===== src/rtl/seg_scan_driver.sv =====
// Four-digit multiplexed 7-segment scanner: a prescaler steps a digit index,
// a per-frame snapshot of the counter bank feeds per-digit decoders.

module seg_scan_digit #(
  parameter int unsigned IDX = 0
) (
  input  logic [3:0] val,
  input  logic       upper_zero,
  input  logic       blank_en,
  output logic       blank,
  output logic [6:0] hex
);
  // Digit 0 always shows something, even when the whole display is zero.
  assign blank = (IDX != 0) && blank_en && upper_zero;

  always_comb begin
    hex = 7'h7F;
    case (val)
      4'h0: hex = 7'h40;
      4'h1: hex = 7'h79;
      4'h2: hex = 7'h24;
      4'h3: hex = 7'h30;
      4'h4: hex = 7'h19;
      4'h5: hex = 7'h12;
      4'h6: hex = 7'h02;
      4'h7: hex = 7'h78;
      4'h8: hex = 7'h00;
      4'h9: hex = 7'h10;
      4'hA: hex = 7'h08;
      4'hB: hex = 7'h03;
      4'hC: hex = 7'h46;
      4'hD: hex = 7'h21;
      4'hE: hex = 7'h06;
      4'hF: hex = 7'h0E;
      default: hex = 7'h7F;
    endcase
  end
endmodule

module seg_scan_driver #(
  parameter int unsigned SCAN_DIV = 1000
) (
  input  logic       input_clk,
  input  logic       rst,
  input  logic [3:0] cnt0,
  input  logic [3:0] cnt1,
  input  logic [3:0] cnt2,
  input  logic [3:0] cnt3,
  input  logic       blank_en,
  output logic [3:0] an,
  output logic [6:0] seg,
  output logic       frame_done
);
  localparam int unsigned NUM_DIG = 4;
  localparam int unsigned PW      = (SCAN_DIV > 2) ? $clog2(SCAN_DIV) : 1;
  localparam logic [PW-1:0] LAST  = PW'(SCAN_DIV - 1);

  logic [PW-1:0]                presc;
  logic [1:0]                   idx;
  logic [NUM_DIG-1:0][3:0]      snap;
  logic [NUM_DIG-1:0]           blank;
  logic [NUM_DIG-1:0][6:0]      hex;
  logic                         tick;
  logic                         wrap;

  assign tick = (presc == LAST);
  assign wrap = tick && (idx == 2'd3);

  // Blanking of digit g depends on digits g..3 all being zero in the snapshot.
  for (genvar g = 0; g < NUM_DIG; g++) begin : g_dig
    seg_scan_digit #(.IDX(g)) u_dig (
      .val        (snap[g]),
      .upper_zero (~|snap[NUM_DIG-1:g]),
      .blank_en   (blank_en),
      .blank      (blank[g]),
      .hex        (hex[g])
    );
  end

  always_ff @(posedge input_clk or negedge rst) begin
    if (!rst) begin
      presc      <= '0;
      idx        <= '0;
      snap       <= '0;
      an         <= 4'hF;
      seg        <= 7'h7F;
      frame_done <= 1'b0;
    end else begin
      presc <= tick ? '0 : presc + PW'(1);
      if (tick) idx <= idx + 2'd1;
      // Capture the whole bank at frame end so one frame never mixes counts.
      if (wrap) snap <= {cnt3, cnt2, cnt1, cnt0};
      an         <= blank[idx] ? 4'hF : ~(4'b0001 << idx);
      seg        <= blank[idx] ? 7'h7F : hex[idx];
      frame_done <= wrap;
    end
  end
endmodule


===== config.mk =====
export PLATFORM = sky130hd
export DESIGN_NAME = seg_scan_driver
export DESIGN_NICKNAME = d
export VERILOG_FILES = /design/src/rtl/seg_scan_driver.sv
export SDC_FILE = /design/constraint.sdc
export NUM_CORES = 1
export LEC_CHECK = 0
export ABC_CLOCK_PERIOD_IN_PS = 5100
export CORE_AREA = 2 2 80 82
export CTS_CLUSTER_DIAMETER = 50
export DETAILED_ROUTE_END_ITERATION = 16
export DIE_AREA = 0 0 82 84
export DONT_BUFFER_PORTS = 1
export GPL_TIMING_DRIVEN = 0
export REMOVE_ABC_BUFFERS = 1
export SLEW_MARGIN = 20
export SYNTH_ARGS = -nofsm -noshare
export SYNTH_HDL_FRONTEND = slang
export SYNTH_SLANG_ARGS = --single-unit

===== constraint.sdc =====
create_clock -name input_clk -period 5.1 [get_ports input_clk]
set_input_delay 0.51 -clock input_clk [delete_from_list [all_inputs] [get_ports input_clk]]
set_output_delay 0.51 -clock input_clk [all_outputs]
set_load 0.02 [all_outputs]

==> Yosys cells after proc, flatten, opt, wreduce, memory -nomap -nowiden <==
Memory sizes are Yosys's and may differ from the RTL's.
Index checks and enable logic that the tools add are counted.
{ "word_totals": {"elab_cells": 37, "mem_bits_ro": 448, "register_bits": 40, "latchBits": 0, "mem_count": 4, "ram_bits": 0} }
{ "memory_table": {"columns": ["memory", "depth", "width", "read_ports", "rd_ports_with_merged_regs", "wr", "line_no", "source"], "rows": [
  ["(no name shown)", 16, 7, 1, 0, 0, "18", "case (val)"],
  ["(no name shown)", 16, 7, 1, 0, 0, "18", null],
  ["(no name shown)", 16, 7, 1, 0, 0, "18", null],
  ["(no name shown)", 16, 7, 1, 0, 0, "18", null]
]} }
{ "classes": {"div": 0, "bitwise": 1, "shifts": 1, "magnitude_cmp": 1, "muxes": 7, "addsub": 2, "reduce_logical": 10, "mul": 0, "n_eq_ne": 2} }
{ "op_table": {"columns": ["op", "count"], "rows": [
  ["$bmux 7 s2", 1],
  ["$mux 7", 2],
  ["$reduce_or 12->1", 1],
  ["$add 10x1->10 const B", 1],
  ["$eq 10x10->1 const B", 1],
  ["$mux 10", 1],
  ["$reduce_or 8->1", 1],
  ["$logic_and 1x1->1", 4],
  ["$mux 4", 1],
  ["$not 4->4", 1],
  ["$reduce_or 4->1", 1],
  ["$shl 1x2->4 const A", 1],
  ["$logic_not 1->1", 3],
  ["$lt 2x3->1 const B", 1],
  ["$add 2x1->2 const B", 1],
  ["$bmux 1 s2", 1],
  ["$eq 2x2->1 const B", 1],
  ["$mux 1", 1]
]} }

==> Longest topological paths before layout <==
{ "depth": {"depth_word": 6, "ltp_mapped": 7} }

==> Cells and area by module <==
A second synthesis with hierarchy kept.
{ "hier_totals": {"cells_unflattened": 273, "hier_area_um2": 3047.9} }
{ "by_module_without_submodules": {"columns": ["module", "instances", "area_each_um2", "seq_area_each_um2", "cells_each"], "rows": [
  ["seg_scan_driver", 1, 1916.8, 1014.7, 140],
  ["seg_scan_digit (g_dig[1].u_dig ...)", 3, 281.5, 0.0, 33],
  ["seg_scan_digit (g_dig[0].u_dig)", 1, 286.5, 0.0, 34]
]} }

==> Least setup slack after synthesis <==
OpenSTA, ideal clock, no wires.
{ "synth_path": {"kind": "input -> register", "from": "in snap[0] in the netlist's numbering", "to": "reg seg[3]", "path_slack_ns": 3.178, "t_required_ns": 5.010, "path_buffers": 0, "cell_stages": 8, "arrival_time_ns": 1.832, "path_cell_list": "dfrtp_1 -> inv_1 -> ha_1 -> inv_1 -> mux4_2 -> mux4_2 -> inv_1 -> nand2_1"} }
{ "synth_between": {"elab_chain_len": 4} }
{ "synth_rtl": {"columns": ["item", "line_no", "source"], "rows": [
  ["from (decl)", "60", "logic [NUM_DIG-1:0][3:0] snap;"],
  ["$mem_v2 16x7", null, null],
  ["$bmux 7 s2", "94", "seg <= blank[idx] ? 7'h7F : hex[idx];"],
  ["$mux 7 (implied by the code)", "94", null],
  ["$mux 7", "94", null],
  ["to (signal assigned)", "94", null],
  ["to (decl)", "51", "output logic [6:0] seg,"]
]} }
Every way passes these cells. The select of a mux whose other input is x is not followed.
A chain may end at the register's enable or synchronous reset.

==> Final worst setup path <==
{ "layout_path": {"from": "in presc[0]", "to": "reg snap[2] in the netlist's numbering"} }
{ "layout_between": {"elab_chain_len": 2} }
{ "layout_rtl": {"columns": ["item", "line_no", "source"], "rows": [
  ["from (decl)", "58", "logic [PW-1:0] presc;"],
  ["$eq 10x10->1", "66", "assign tick = (presc == LAST);"],
  ["$logic_and 1x1->1", "67", "assign wrap = tick && (idx == 2'd3);"],
  ["to (signal assigned)", "92", "if (wrap) snap <= {cnt3, cnt2, cnt1, cnt0};"]
]} }
Every way passes these cells.

==> reports/summary.txt <==
post-CTS sizing: 0
clock root buffer: clkbuf_8
Final min period: 2.17 ns
HPWL Detailed: 3.74 mm
n_diodes: 0
highest cell delay on the worst timing path: 0.53 ns
final setup fails: 0
post-synthesis cell count: 269
Final #Nets: 310
GPL Wtd Cong: 0.833
worst slew pin tran: 0.719 ns
num ports: 31
crit-path cells: ha_1 > nand2_1 > nor2_2 > and4b_1 > nand2_4 > mux2_4
placed cells: 330
vias in the first global route: 1789
IO Port Bufs: 0
GRT overflow: 0
outcome: completed
YS warnings: 0
CP Launch Type: register
CTS Hold Bufs: 1
Final Non-Filler Cells: 339
Initial DRT Pass Iterations: 4
Synth Area per Inst: 10.3 um2
most common cell after layout, fill and taps aside: ha_1
DR WL/cell: 15.8 um
share of layout cells above drive strength 1: 0.179
maxcap violations: 0
Fillers: 566
gr usage total: 0.172
vias: 1856
crit path buf inv count: 0
pin count of the biggest net entering global routing: 30
first-pass GRT wire length: 9.14 mm
WP data arrival: 2.35 ns
family with the most delay on the worst path: simple AND/OR/NAND/NOR gates
Die W: 82 um
Peak supply drop: 0.0984 mV
Max clock buf depth: 2
Routed Antenna Nets: 0
Setup TNS Final: 0 ns
synthesized flop and latch total: 40
DRT iter0 DRCs: 96
Final Hold Viols: 0
FMAX: 461 MHz
post-CTS setup buffer count: 0
worst skew pair latency: 0.29 ns
slowest cell on the critical path: and4b_1
count of cell types in the netlist: 42
CTS clk-pin slew, worst paths: 0.09 ns
period utilization: 0.426
row count: 29
commonest cells after routing, fill and taps aside: 30 x ha_1, 29 x dfrtp_1, 23 x nand2_1
Req. time, crit path: 5.28 ns
Residual DRC: 0
area delta synth->final: 4.37%
hold crit path type: in -> async
Post-Syn Area: 2780 um2
H-tree Lvls: 2
total leakage power: 1.30 nW
die height: 84 um
Final Skew: 0.00899 ns
Core Region: 6100 um2
Worst Setup End Kind: register
PwrDens: 224 nW/um2
Via density: 5.47
Slew Limit Fails: 0
CTS Sinks: 40
final WL: 5.36 mm
register area share after synthesis: 0.366
initial antenna violation count: 0
CTS Buf Count: 5
RSZ-0062 raised after global routing: false
Initial Util: 0.455
crit-path max FO: 17
CTS tree: yes
WS Path Type: reg -> reg
full die area: 6890 um2
worst relative slew slack: 0.521
-- per-stage QoR --
step	util	setup WS [ns]	hold slack (ns)	cell area [um2]	total power (W)
floorplan	-	3.18	0.214	2690	0.000417
global placement	0.458	2.95	0.215	2790	0.000434
detailed placement	0.458	2.93	0.215	2790	0.000435
CTS	0.475	2.90	0.0346	2900	0.000657
global route	0.475	2.75	0.0235	2900	0.000689
finish	0.475	2.93	0.0331	2900	0.000648
-- Yosys cell counts --
master / count / area, um2
nand4_1: 1 / 6.26
buf_1: 1 / 3.75
a32oi_1: 2 / 17.5
o21ai_0: 7 / 35.0
mux4_2: 5 / 113
nand2b_1: 5 / 31.3
nand2_4: 1 / 11.3
a211oi_1: 5 / 37.5
nor2_1: 17 / 63.8
and4b_1: 1 / 10.0
buf_2: 6 / 30.0
ha_1: 30 / 375
dfrtp_1: 29 / 726
xnor2_1: 5 / 43.8
clkbuf_1: 7 / 26.3
mux2i_1: 9 / 90.1
a21boi_0: 2 / 15.0
inv_1: 17 / 63.8
clkinv_1: 1 / 3.75
nor2b_1: 5 / 31.3
nor3_1: 6 / 30.0
mux2_4: 9 / 135
buf_6: 2 / 22.5
xor2_1: 3 / 26.3
nand3_1: 8 / 40.0
nor2_2: 1 / 6.26
o22ai_1: 1 / 6.26
a21oi_1: 10 / 50.1
o211ai_1: 9 / 67.6
nand2_1: 23 / 86.3
a221o_1: 2 / 20.0
o311ai_0: 5 / 43.8
a21o_1: 1 / 7.51
o221ai_1: 1 / 8.76
a311oi_1: 1 / 8.76
o21a_1: 2 / 15.0
a22oi_1: 1 / 7.51
dfstp_2: 11 / 289
a31oi_1: 3 / 18.8
mux2_2: 11 / 124
nand3b_1: 1 / 7.51
o211a_1: 2 / 20.0
-- sequential cells by signal, summed over array words and instances (netlist names) --
register	cells
idx	2
snap	16
presc	10
seg	7
an	4
frame_done	1
-- layer usage --
layer	vias up	wire length, um	GRT usage
met5	-	0	0
met4	0	71	0.0500
met3	7	129	0.0292
met2	25	2530	0.256
met1	888	2630	0.253
li1	936	-	-
-- worst paths after layout --
check	from	endpoint	slack [ns]	cells after the start
max	presc[0]	snap[2]	2.93	6
min	rst	presc[8]	0.03	1
max reg2reg	presc[0]	snap[2]	2.93	6
min reg2reg	presc[0]	presc[0]	0.46	1
max in group asynchronous	rst	snap[11]	4.90	1
min in group input_clk	cnt1[0]	snap[4]	0.36	1
-- cell type report --
| type | count | area, um2 | area share |
|---|---|---|---|
| multi-input combinational | 195 | 1610 | 0.556 |
| sequential | 40 | 1010 | 0.350 |
| tap | 77 | 96.3 | 0.0333 |
| clock buffer | 5 | 68.8 | 0.0238 |
| inverter | 18 | 67.6 | 0.0233 |
| timing repair buffer | 1 | 20.0 | 0.00691 |
| clock inverter | 3 | 18.8 | 0.00648 |
-- power by group --
| group | switching [W] | internal [W] | total, W |
|---|---|---|---|
| Sequential | 0.0000274 | 0.000332 | 0.000360 |
| Clock | 0.000118 | 0.0000955 | 0.000214 |
| Combinational | 0.0000344 | 0.0000401 | 0.0000745 |
| Total | 0.000180 | 0.000468 | 0.000648 |
-- logic make-up after synthesis --
family,count (synthesis),share of synthesized area
and+or+nand+nor,69,0.117
AOI/OAI and AO/OA,54,0.137
DFF,40,0.366
buffers and inverters,34,0.0541
muxes,34,0.166
adders and majority gates,30,0.135
xor gates and xnor gates,8,0.0252
Note: power is estimated with default switching activity, not from simulation.
